$ cat config.mk
export PLATFORM = sky130hd
export DESIGN_NAME = branch_predict_unit
export DESIGN_NICKNAME = d
export VERILOG_FILES = /design/src/rtl/branch_predict_unit.sv
export SDC_FILE = /design/constraint.sdc
export NUM_CORES = 1
export LEC_CHECK = 0
export CORE_MARGIN = 3
export CORE_UTILIZATION = 35
export CTS_BUF_LIST = sky130_fd_sc_hd__clkbuf_4
export DETAILED_ROUTE_END_ITERATION = 8
export GPL_TIMING_DRIVEN = 0
export PLACE_DENSITY = 0.66
export SLEW_MARGIN = 20
export SYNTH_ARGS = -nofsm -noshare
export SYNTH_HDL_FRONTEND = slang
export SYNTH_SLANG_ARGS = --single-unit
export TNS_END_PERCENT = 20
$ cat constraint.sdc
create_clock -name clk -period 5.6 [get_ports clk]
set_input_delay 1.4 -clock clk [delete_from_list [all_inputs] [get_ports clk]]
set_output_delay 1.4 -clock clk [all_outputs]
set_load 0.1 [all_outputs]
$ cat src/rtl/branch_predict_unit.sv
`default_nettype none
// branch_predict_unit: table of 2-bit saturating counters indexed by PC, with branch resolution.
// Optional macro BPU_STATS_EN adds saturating branch/mispredict counters. Rev 1.0
module branch_predict_unit #(
  parameter int ENTRIES = 16,
  parameter int IDX_W   = $clog2(ENTRIES)
) (
  input  logic        clk,
  input  logic        rst,
  input  logic [31:0] fetch_pc,
  output logic        pred_taken,
  input  logic        resolve_valid,
  input  logic [31:0] resolve_pc,
  input  logic        resolve_pred,
  input  logic        Branch,
  input  logic        Zero,
  input  logic        Sign,
  input  logic        Overflow,
  input  logic        Carry,
  input  logic [4:0]  opcode,
  input  logic [2:0]  function3,
  output logic        Decision,
  output logic        mispredict,
  output logic        mispredict_q
`ifdef BPU_STATS_EN
  ,
  output logic [31:0] br_count,
  output logic [31:0] mp_count
`endif
);

  localparam logic [4:0] OP_BRANCH = 5'b11000;

  logic [1:0]       counters [ENTRIES];
  logic [IDX_W-1:0] fetch_idx;
  logic [IDX_W-1:0] resolve_idx;
  logic [1:0]       resolve_cnt;
  logic             is_br;
  logic             unused_pc_bits;

  assign fetch_idx      = fetch_pc[IDX_W+1:2];
  assign resolve_idx    = resolve_pc[IDX_W+1:2];
  assign unused_pc_bits = ^{fetch_pc[31:IDX_W+2], fetch_pc[1:0],
                            resolve_pc[31:IDX_W+2], resolve_pc[1:0]};

  // No bypass: a same-cycle update to the fetch index is seen one cycle later
  assign pred_taken  = counters[fetch_idx][1];
  assign resolve_cnt = counters[resolve_idx];

  assign is_br      = resolve_valid & Branch & (opcode == OP_BRANCH);
  assign mispredict = is_br & (Decision != resolve_pred);

  always_comb begin
    Decision = 1'b0;
    if (is_br) begin
      case (function3)
        3'b000:  Decision = Zero;
        3'b001:  Decision = ~Zero;
        3'b100:  Decision = Sign ^ Overflow;
        3'b101:  Decision = ~(Sign ^ Overflow);
        3'b110:  Decision = ~Carry;
        3'b111:  Decision = Carry;
        default: Decision = 1'b0;
      endcase
    end
  end

  always_ff @(posedge clk or posedge rst) begin
    if (rst) begin
      for (int i = 0; i < ENTRIES; i++) begin
        counters[i] <= 2'b01;
      end
    end else if (is_br) begin
      if (Decision && (resolve_cnt != 2'b11)) begin
        counters[resolve_idx] <= resolve_cnt + 2'b01;
      end else if (!Decision && (resolve_cnt != 2'b00)) begin
        counters[resolve_idx] <= resolve_cnt - 2'b01;
      end
    end
  end

  always_ff @(posedge clk or posedge rst) begin
    if (rst) begin
      mispredict_q <= 1'b0;
    end else begin
      mispredict_q <= mispredict;
    end
  end

`ifdef BPU_STATS_EN
  always_ff @(posedge clk or posedge rst) begin
    if (rst) begin
      br_count <= 32'd0;
      mp_count <= 32'd0;
    end else begin
      if (is_br && (br_count != 32'hFFFF_FFFF)) begin
        br_count <= br_count + 32'd1;
      end
      if (mispredict && (mp_count != 32'hFFFF_FFFF)) begin
        mp_count <= mp_count + 32'd1;
      end
    end
  end
`endif

endmodule
`default_nettype wire

==> metrics.md <==
| Metric | Value |
|---|---|
| Clk_lat worst skew | 0.34 ns |
| Vias per cell | 5.93 |
| Synth async-reset ratio | 100% |
| Worst slew pin tran | 1.11 ns |
| Synth Flop Type | dfrtp_1 |
| R2R setup slack | 2.08 ns |
| First DRT Iteration DRCs | 198 |
| Initial Utilization | 37.2% |
| Worst path buffer plus inverter count | 2 |
| Hold Path Origin | counters[23] |
| CP Depth | 4 |
| Number of diodes | 0 |
| Area of the multi-input gates | 1330 sq um |
| Vias | 1826 |
| Pwr dens | 171 nW/um^2 |
| CTS Buf Count | 5 |
| Core Region | 6100 sq um |
| Max H-tree Level | 2 |
| Place WS | -0.0689 ns |
| Distinct cells, synth | 53 |
| Relative slew margins | 25.6% |
| Final setup violation count | 0 |
| WP data required | 4.20 ns |
| Buffers on Ports | 26 |
| Yosys Warn Count | 0 |
| Placer's final routability congestion estimate | 0.850 |
| Setup repair bufs after CTS | 0 |
| Syn Inst Count | 199 |
| Achievable clock frequency | 184 MHz |
| Met3 Use GR | 3.33% |
| Most common cell after layout, fill and taps aside | clkdlybuf4s50_1 |
| Synthesized area per cell | 11.4 sq um |
| Worst Skew | 0.00964 ns |
| CTS tree | done |
| Crit-path leading delay family | buffers and inverters |
| DP Wirelength | 4.35 mm |
| WP data arrival | 4.03 ns |
| CTS Buffer Depth | 2 |
| Global-route met1 utilization | 22.6% |
| M2 GR Usage | 24.1% |
| Syn Nets | 282 |
| CP endpoint kind | output port |
| Fraction of layout cells with a size suffix above 1 | 30.9% |
| Maximum vdd drop | 0.000115 V |
| DRC | 0 |
| Final hold vios | 0 |
| RSZ-0062 raised after global routing | false |
| Status | finished, final reports clean |
| LEAKAGE | 0.999 nW |
| Post-route setup slack | 0.174 ns |
| EDFF count, synth | 0 |
| Die Wd | 86.5 um |
| Final period util | 96.9% |
| CP Launch Type | input pin |
| Critical path peak fanout | 4 |
| Wire per inst | 18.2 um |
| Nets | 315 |
| Sequential standard cell area | 846 sq um |
| R2R cell count | 9 |
| Num Clock Sinks | 33 |
| Rows | 28 |
| Total grt overflow | 0 |
| CP Cell Sequence | clkdlybuf4s50_1 > mux4_2 > mux4_2 > clkdlybuf4s50_1 |
| CP max stage delay | 0.98 ns |
| Antenna-violating nets left | 0 |
| #FFs+latches synth | 33 |
| Drt first pass iters | 4 |
| Antenna violations before repair | 0 |
| I/O pins | 85 |
| Synth Cell Area | 2270 sq um |
| Max-slew violations | 0 |
| Pin count of the biggest net entering global routing | 34 |
| Gr busiest metal | met2 |
| Crit path time final | 5.43 ns |
| Register area share after synthesis | 37.3% |
| Most frequent cells in the layout | 25 x clkdlybuf4s50_1, 17 x dfrtp_1, 16 x dfstp_2 |
| Max_cap viols | 0 |
| Layout area overhead | 18.0% |
| Clock Root Buffer | clkbuf_4 |
| Critical Path Source | fetch_pc[2] |
| Min-Delay Path Class | reg2reg |
| Vias in the first global route | 1767 |
| Number of fill cells | 578 |
| DIE HEIGHT | 86.5 um |
| Worst Setup EP | pred_taken |
| All-Layer GR Usage | 15.7% |
| CP max-delay cell | clkdlybuf4s50_1 |
| Inst Count DP | 300 |
| Fin cells | 308 |
| Global-route wire length before repair | 9.18 mm |
| Post-layout util | 43.9% |
| Kind of critical path | in2out |
| Hold buffers post-CTS | 0 |
| CTS clk-pin slew, worst paths | 0.10 ns |
| Die area | 7480 sq um |
| Total Wirelength | 5.60 mm |
[synth_stat cells, types with 2 or more instances]
library cell / instances / area share [%]
or3_1: 2 / 0.55
nand2b_1: 8 / 2.2
dfstp_2: 16 / 19
nor2_1: 11 / 1.8
a211oi_1: 2 / 0.66
nor2b_1: 3 / 0.83
mux4_2: 14 / 14
o22a_1: 3 / 1.2
nand4_1: 10 / 2.8
o31ai_4: 2 / 1.9
nand3_1: 9 / 2.0
a41oi_1: 5 / 1.9
dfrtp_1: 17 / 19
inv_1: 5 / 0.83
o32ai_1: 2 / 0.77
mux2_2: 14 / 7.0
buf_2: 5 / 1.1
ha_1: 2 / 1.1
clkbuf_1: 6 / 0.99
a31oi_1: 12 / 3.3
nand2_1: 6 / 0.99
mux2_1: 3 / 1.5
a21oi_1: 10 / 2.2
nor4_1: 2 / 0.55
buf_6: 2 / 0.99
[repair_timing]
action / 4_1_cts / 5_1_grt
setup endpoints to repair: 1 / 0
gates resized for setup: 1 / 0
endpoints found under the hold margin: 0 / 0
[power breakdown]
part | switching, mW | internal, mW | total (mW)
sequential | 0.00131 | 0.241 | 0.243
clock | 0.0763 | 0.0579 | 0.134
combinational | 0.0444 | 0.0372 | 0.0816
total | 0.122 | 0.336 | 0.458
[worst reg2reg max path, delay by kind of cell (launching register included)]
family	cells	cell delay (ns)
AND/OR/NAND/NOR	1	0.45
flip-flops	1	0.38
adder cells (fa/ha/maj)	1	0.32
buffers and inverters	2	0.35
multiplexers	3	1.14
AO/OA/AOI/OAI	2	0.82
[kinds of logic (layout without fill, tap and decap cells)]
family,Yosys count,in the layout,synth area share [%]
AO/OA/AOI/OAI,48,48,17.1
XOR/XNOR,2,2,1.49
multiplexers,32,32,22.8
AND/OR/NAND/NOR,62,62,15.9
adder cells (fa/ha/maj),2,2,1.10
flip-flops,33,33,37.3
buffers and inverters,20,54,4.25
[through the flow]
stage	hold slack [ns]	power [mW]	area, sq um	TNS (ns)
final	0.562	0.458	2680	0
after global routing	0.599	0.483	2680	0
after detailed placement	0.545	0.328	2620	-0.0689
after global placement	0.511	0.328	2620	-0.0881
after CTS	0.566	0.464	2680	0
after floorplan	0.473	0.298	2270	0
[worst min-delay path by stage]
| stage | end | slack (ns) | depth (start not counted) |
|---|---|---|---|
| final | counters[23] | 0.56 | 1 |
| after CTS | counters[19] | 0.57 | 2 |
| after global routing | counters[23] | 0.60 | 1 |
| after floorplan | counters[31] | 0.47 | 1 |
| after global placement | counters[23] | 0.51 | 1 |
| after detailed placement | counters[23] | 0.54 | 1 |
[layout make-up]
| cell class | count | area share (%) |
|---|---|---|
| Multi-Input combinational cell | 146 | 49.5 |
| Sequential cell | 33 | 31.6 |
| Timing Repair Buffer | 26 | 9.68 |
| Tap cell | 75 | 3.51 |
| Buffer | 14 | 2.76 |
| Clock buffer | 7 | 1.96 |
| Inverter | 6 | 0.842 |
| Clock inverter | 1 | 0.140 |
[per-layer routing]
metal,up-vias,routed length [um]
met5,-,0
met4,0,76
met3,9,303
met2,58,2650
met1,897,2570
li1,862,-
Note: power is estimated with default switching activity, not from simulation.
